File: src/rtl/vecacc_pkg.sv
// Shared types and default constants for vector_accumulator and its lane slice.
// Optional saturation build: VECACC_SAT_EN.
package vecacc_pkg;

  typedef enum logic {
    ST_IDLE  = 1'b0,
    ST_ACCUM = 1'b1
  } state_t;

  localparam int DEF_LANES      = 8;
  localparam int DEF_LANE_WIDTH = 32;
  localparam int DEF_ACC_WIDTH  = 40;
  localparam int DEF_ACC_COUNT  = 4;

  // Wide enough to hold the values 0..acc_count.
  function automatic int cnt_width(input int acc_count);
    return $clog2(acc_count + 1);
  endfunction

endpackage

File: src/rtl/vecacc_lane.sv
// One lane: sign-extend the input and add it to (or load it into) the running sum.
// Combinational; clamps and flags overflow only when VECACC_SAT_EN is defined.
module vecacc_lane #(
  parameter int LANE_WIDTH = 32,
  parameter int ACC_WIDTH  = 40
) (
  input  logic [LANE_WIDTH-1:0] i_lane,
  input  logic [ACC_WIDTH-1:0]  i_acc,
  input  logic                  i_load,
`ifdef VECACC_SAT_EN
  output logic                  o_sat,
`endif
  output logic [ACC_WIDTH-1:0]  o_sum
);

`ifdef VECACC_SAT_EN
  // One guard bit above the accumulator exposes signed overflow.
  logic [ACC_WIDTH:0] w_ext_lane;
  logic [ACC_WIDTH:0] w_ext_acc;
  logic [ACC_WIDTH:0] w_sum;

  always_comb begin
    w_ext_lane = {{(ACC_WIDTH + 1 - LANE_WIDTH){i_lane[LANE_WIDTH-1]}}, i_lane};
    w_ext_acc  = i_load ? '0 : {i_acc[ACC_WIDTH-1], i_acc};
    w_sum      = w_ext_acc + w_ext_lane;
    o_sat      = w_sum[ACC_WIDTH] ^ w_sum[ACC_WIDTH-1];
    o_sum      = w_sum[ACC_WIDTH-1:0];
    if (o_sat) begin
      o_sum = w_sum[ACC_WIDTH] ? {1'b1, {(ACC_WIDTH-1){1'b0}}}
                               : {1'b0, {(ACC_WIDTH-1){1'b1}}};
    end
  end
`else
  logic [ACC_WIDTH-1:0] w_ext_lane;
  logic [ACC_WIDTH-1:0] w_ext_acc;

  always_comb begin
    w_ext_lane = {{(ACC_WIDTH - LANE_WIDTH){i_lane[LANE_WIDTH-1]}}, i_lane};
    w_ext_acc  = i_load ? '0 : i_acc;
    o_sum      = w_ext_acc + w_ext_lane;
  end
`endif

endmodule

File: src/rtl/vector_accumulator.sv
// Sums ACC_COUNT signed vectors lane-wise, presenting the batch one cycle after the last strobe.
// Optional saturation build: VECACC_SAT_EN. Input cannot be stalled; a result that finds the output busy is dropped.
module vector_accumulator
  import vecacc_pkg::*;
#(
  parameter int LANES      = DEF_LANES,
  parameter int LANE_WIDTH = DEF_LANE_WIDTH,
  parameter int ACC_WIDTH  = DEF_ACC_WIDTH,
  parameter int ACC_COUNT  = DEF_ACC_COUNT
) (
  input  logic                        clk,
  input  logic                        rst_n,
  input  logic [LANES*LANE_WIDTH-1:0] vec_i,
  input  logic                        vec_valid_i,
  input  logic                        clear_i,
  output logic [LANES*ACC_WIDTH-1:0]  acc_o,
  output logic                        acc_valid_o,
  input  logic                        acc_ready_i,
  output logic                        busy_o,
  output logic                        drop_o,
  output logic                        sat_o
);

  localparam int CW = cnt_width(ACC_COUNT);

  state_t                             r_state;
  state_t                             w_state_nxt;
  logic [CW-1:0]                      r_count;
  logic [CW-1:0]                      w_count_nxt;
  logic [LANES-1:0][ACC_WIDTH-1:0]    r_acc;
  logic [LANES-1:0][ACC_WIDTH-1:0]    w_sum;
  logic [LANES-1:0][ACC_WIDTH-1:0]    r_acc_o;
  logic                               r_acc_vld;
  logic                               r_drop;
  logic                               w_load;
  logic                               w_acc_we;
  logic                               w_acc_clr;
  logic                               w_complete;
  logic                               w_hs;

  always_comb begin
    w_state_nxt = r_state;
    w_count_nxt = r_count;
    w_load      = 1'b0;
    w_acc_we    = 1'b0;
    w_acc_clr   = 1'b0;
    w_complete  = 1'b0;
    if (clear_i) begin
      w_state_nxt = ST_IDLE;
      w_count_nxt = '0;
      w_acc_clr   = 1'b1;
    end else if (vec_valid_i) begin
      w_acc_we = 1'b1;
      case (r_state)
        ST_IDLE: begin
          w_load = 1'b1;
          if (ACC_COUNT == 1) begin
            w_complete = 1'b1;
          end else begin
            w_state_nxt = ST_ACCUM;
            w_count_nxt = CW'(1);
          end
        end
        ST_ACCUM: begin
          if (r_count == CW'(ACC_COUNT - 1)) begin
            w_complete  = 1'b1;
            w_state_nxt = ST_IDLE;
            w_count_nxt = '0;
          end else begin
            w_count_nxt = r_count + CW'(1);
          end
        end
        default: begin
          w_state_nxt = ST_IDLE;
          w_count_nxt = '0;
        end
      endcase
    end
  end

  always_ff @(posedge clk or negedge rst_n) begin
    if (!rst_n) begin
      r_state <= ST_IDLE;
      r_count <= '0;
    end else begin
      r_state <= w_state_nxt;
      r_count <= w_count_nxt;
    end
  end

`ifdef VECACC_SAT_EN
  logic [LANES-1:0] w_lane_sat;
  logic             r_sat;
`endif

  for (genvar k = 0; k < LANES; k++) begin : g_lane
    vecacc_lane #(
      .LANE_WIDTH (LANE_WIDTH),
      .ACC_WIDTH  (ACC_WIDTH)
    ) u_lane (
      .i_lane (vec_i[k*LANE_WIDTH +: LANE_WIDTH]),
      .i_acc  (r_acc[k]),
      .i_load (w_load),
`ifdef VECACC_SAT_EN
      .o_sat  (w_lane_sat[k]),
`endif
      .o_sum  (w_sum[k])
    );
  end

  always_ff @(posedge clk or negedge rst_n) begin
    if (!rst_n) begin
      r_acc <= '0;
    end else if (w_acc_clr) begin
      r_acc <= '0;
    end else if (w_acc_we) begin
      r_acc <= w_sum;
    end
  end

  // Output register is only replaced when empty or being drained this cycle.
  assign w_hs = r_acc_vld && acc_ready_i;

  always_ff @(posedge clk or negedge rst_n) begin
    if (!rst_n) begin
      r_acc_o   <= '0;
      r_acc_vld <= 1'b0;
      r_drop    <= 1'b0;
    end else if (w_complete && (!r_acc_vld || w_hs)) begin
      r_acc_o   <= w_sum;
      r_acc_vld <= 1'b1;
    end else begin
      if (w_hs) begin
        r_acc_vld <= 1'b0;
      end
      if (w_complete) begin
        r_drop <= 1'b1;
      end
    end
  end

`ifdef VECACC_SAT_EN
  always_ff @(posedge clk or negedge rst_n) begin
    if (!rst_n) begin
      r_sat <= 1'b0;
    end else if (w_acc_we && (|w_lane_sat)) begin
      r_sat <= 1'b1;
    end
  end
  assign sat_o = r_sat;
`else
  assign sat_o = 1'b0;
`endif

  assign acc_o       = r_acc_o;
  assign acc_valid_o = r_acc_vld;
  assign busy_o      = (r_state == ST_ACCUM);
  assign drop_o      = r_drop;

endmodule

File: config.mk
export PLATFORM = sky130hd
export DESIGN_NAME = vector_accumulator
export DESIGN_NICKNAME = d
export VERILOG_FILES = /design/src/rtl/vecacc_pkg.sv /design/src/rtl/vecacc_lane.sv /design/src/rtl/vector_accumulator.sv
export SDC_FILE = /design/constraint.sdc
export NUM_CORES = 2
export LEC_CHECK = 0
export CAP_MARGIN = 0
export CORE_AREA = 2 2 288 290
export CTS_CLUSTER_SIZE = 40
export DETAILED_ROUTE_END_ITERATION = 16
export DIE_AREA = 0 0 290 292
export PLACE_DENSITY = 0.83
export SYNTH_ARGS = -nofsm -noshare
export SYNTH_HDL_FRONTEND = slang
export SYNTH_HIERARCHICAL = 1
export SYNTH_SLANG_ARGS = --single-unit
File: constraint.sdc
create_clock -name clk -period 5.31 [get_ports clk]
set_clock_uncertainty 0.15 [all_clocks]
set_input_delay 1.062 -clock clk [delete_from_list [all_inputs] [get_ports clk]]
set_output_delay 1.062 -clock clk [all_outputs]
set_load 0.005 [all_outputs]
==> impl_metrics.json <==
{
  "status": "completed",
  "path_buf_inv": 2,
  "gp_congestion": 0.9649,
  "drt_iter0_markers": 2368,
  "worst_slew_pin_slew_ps": 1364,
  "numPortBuffers": 583,
  "ios": 585,
  "worstPathMaxFanout": 36,
  "routed_via_density": 5.889,
  "period_share": 0.8739,
  "maxSlewViolCount": 0,
  "stdcell_area_mm2": 0.05503,
  "seq_area_frac_synth": 0.3513,
  "grt_first_pass_wirelength_um": 202300,
  "rr_startpoint": "busy_o$_DFFE_PN0P_",
  "setup-tns-final_ps": 0,
  "insertion_delay_ps": 620,
  "path_class": "input pin to flop",
  "wirelength_um": 127300,
  "dp_cells": 6024,
  "placed_cell_area_mm2": 0.05249,
  "syn_to_final_growth_pct": 19.59,
  "hpwl_um": 93450,
  "antenna_found_initial": 18,
  "vias": 36292,
  "synth_cell_types": 100,
  "arrival_ps": 5000,
  "ys_async_sr_fraction": 1.000,
  "syn_inst": 4547,
  "synthTopCellsByCount": "dfrtp_1 (646), nor2_1 (464), nor2b_1 (345)",
  "synth.area.top_cells": "dfrtp_1 (35%), mux2_4 (9.8%), ha_1 (8.5%)",
  "die_height_um": 292,
  "fin_cells": 6163,
  "required_ps": 5670,
  "yosysMostFrequentCell": "dfrtp_1",
  "dieArea_mm2": 0.08468,
  "slew_headroom": 0.09049,
  "syn_nets": 5129,
  "antenna_left": 0,
  "slowest_delay_ps": 450,
  "hold_ws_ps": 321.8,
  "path_delay_family": "compound AO/OA/AOI/OAI gates",
  "wl_per_cell_um": 20.65,
  "clk_pin_slew_ps": 60,
  "maxCapViolCount": 0,
  "die_width_um": 290,
  "ys.flop_type": "dfrtp_1",
  "postCtsSetupBuffers": 0,
  "crit_slowest_cell": "and2_4",
  "clock-root-buffer": "clkbuf_16",
  "critPathCaptureType": "flop",
  "rsz0062_at_grt": "no",
  "yosys_warnings": 6,
  "drive_gt1_frac": 0.1181,
  "p_leak_nw": 27.68,
  "grt_pass1_vias": 36448,
  "clockBufferDepth": 3,
  "fin_nets": 5614,
  "h-tree-depth": 3,
  "ctsResizeCount": 0,
  "cts_buffers": 76,
  "synth-seq-cells": 646,
  "avgSynthCellArea_um2": 10.12,
  "fin_util": 0.6745,
  "ir_drop_mv": 0.2489,
  "rows": 105,
  "overflow": 0,
  "multi_input_area_mm2": 0.02833,
  "ctsHoldBuffers": 0,
  "syn_area_mm2": 0.04601,
  "dr.pass1.iters": 6,
  "initial_core_util": 0.5640,
  "crit_start": "clear_i",
  "hold_class": "input pin to async pin",
  "cts_tree": "yes",
  "yosys.area.top_type_share": 0.3513,
  "power_density_mw_per_mm2": 310.2,
  "fmax_mhz": 215.5,
  "drc": 0,
  "fillers": 6237,
  "ff_latch_area_mm2": 0.01617,
  "cts_sinks": 646,
  "grtUsageTotal": 0.2951,
  "crit_chain": "buf_8, nor2b_2, and2_4, buf_12, nor2b_1, ha_1, fa_1, a211oi_1, o21bai_1, a21oi_2, o211ai_2, a311oi_2, o21ai_1, a31oi_1, xnor2_1, mux2_4",
  "final.min_clock_period_ps": 4640,
  "hold_viol_final": 0,
  "setup_violations": 0,
  "synth_edf_count": 0,
  "core_area_mm2": 0.08158,
  "grt_max_degree": 184,
  "crit_path_start_kind": "input pin",
  "yosys.area.top_type": "dfrtp_1"
}
sequential cells by signal, summed over array words and instances (netlist names):
| register | cells |
|---|---|
| busy_o | 1 |
| r_count | 3 |
| acc_valid_o | 1 |
| drop_o | 1 |
| r_acc | 320 |
| acc_o | 320 |
logic make-up after synthesis:
kind of cell	count (synthesis)	share of synthesized area
xor+xnor	295	0.05615
simple gates	1366	0.1470
compound gates	997	0.1509
mux	642	0.1728
other cells	1	0.00008150
flops	646	0.3513
buf+inv	279	0.03307
fa+ha+maj	321	0.08859
routing by layer:
layer / track usage / routed length, µm / vias to the layer above
met5: 0 / 145 / -
met4: 0.1165 / 5041 / 22
met3: 0.05602 / 7193 / 282
met2: 0.4866 / 59390 / 1036
met1: 0.3839 / 55490 / 17718
li1: - / - / 17234
cells in the final DEF (no fill, tap or decap), types with 15 or more instances in the layout:
cell type	n
o21ai_1	26
nand2_1	230
a31oi_1	28
mux2i_1	322
o21a_1	23
clkbuf_1	15
clkdlybuf4s50_1	580
nor2b_1	345
o21bai_1	37
inv_1	50
dfrtp_1	646
and2_1	21
a211oi_1	28
nand3_1	80
nor3_1	46
a21o_1	190
o31ai_1	19
nor2_1	464
nand2b_1	37
and3_1	34
mux2_4	300
ha_1	313
buf_12	18
xor2_1	106
a21oi_1	309
mux2_2	20
o21ai_0	142
xnor2_1	189
buf_4	35
or3_1	15
o211ai_1	18
nand4_1	44
clkbuf_16	79
through the flow:
| step | power, mW | setup WS, ps |
|---|---|---|
| 4_1_cts | 17.10 | 715.6 |
| 3_5_place_dp | 11.68 | 75.14 |
| 6_report | 17.07 | 669.6 |
| 5_1_grt | 17.96 | 418.7 |
| 2_1_floorplan | 9.996 | 84.47 |
| 3_3_place_gp | 11.57 | 223.0 |
final cells by class:
class	count	share of cell area
Timing Repair Buffer	636	0.1176
Inverter	50	0.003411
Tap cell	1070	0.02433
Antenna cell	6	0.0002729
Clock buffer	107	0.04020
Multi-Input combinational cell	3622	0.5148
Clock inverter	26	0.005525
Sequential cell	646	0.2938
path summary, 6_finish.rpt:
path,slack [ps],to,cells past startpoint
worst max-delay path,670,acc_o[192]$_DFFE_PN0P_,16
worst min-delay path,320,acc_o[176]$_DFFE_PN0P_,1
worst max register to register,930,acc_o[192]$_DFFE_PN0P_,15
worst min register to register,360,drop_o$_DFFE_PN0P_,1
max in group asynchronous,3470,r_acc[35]$_DFFE_PN0P_,2
min in group clk,360,drop_o$_DFFE_PN0P_,1
power by group:
| group | leakage [nW] | switching (mW) | internal, mW |
|---|---|---|---|
| Sequential | 8.77 | 0.269 | 5.40 |
| Combinational | 17.7 | 3.40 | 2.65 |
| Clock | 1.23 | 2.16 | 3.19 |
| Total | 27.7 | 5.83 | 11.2 |
Power figures use the tool's default switching activity.
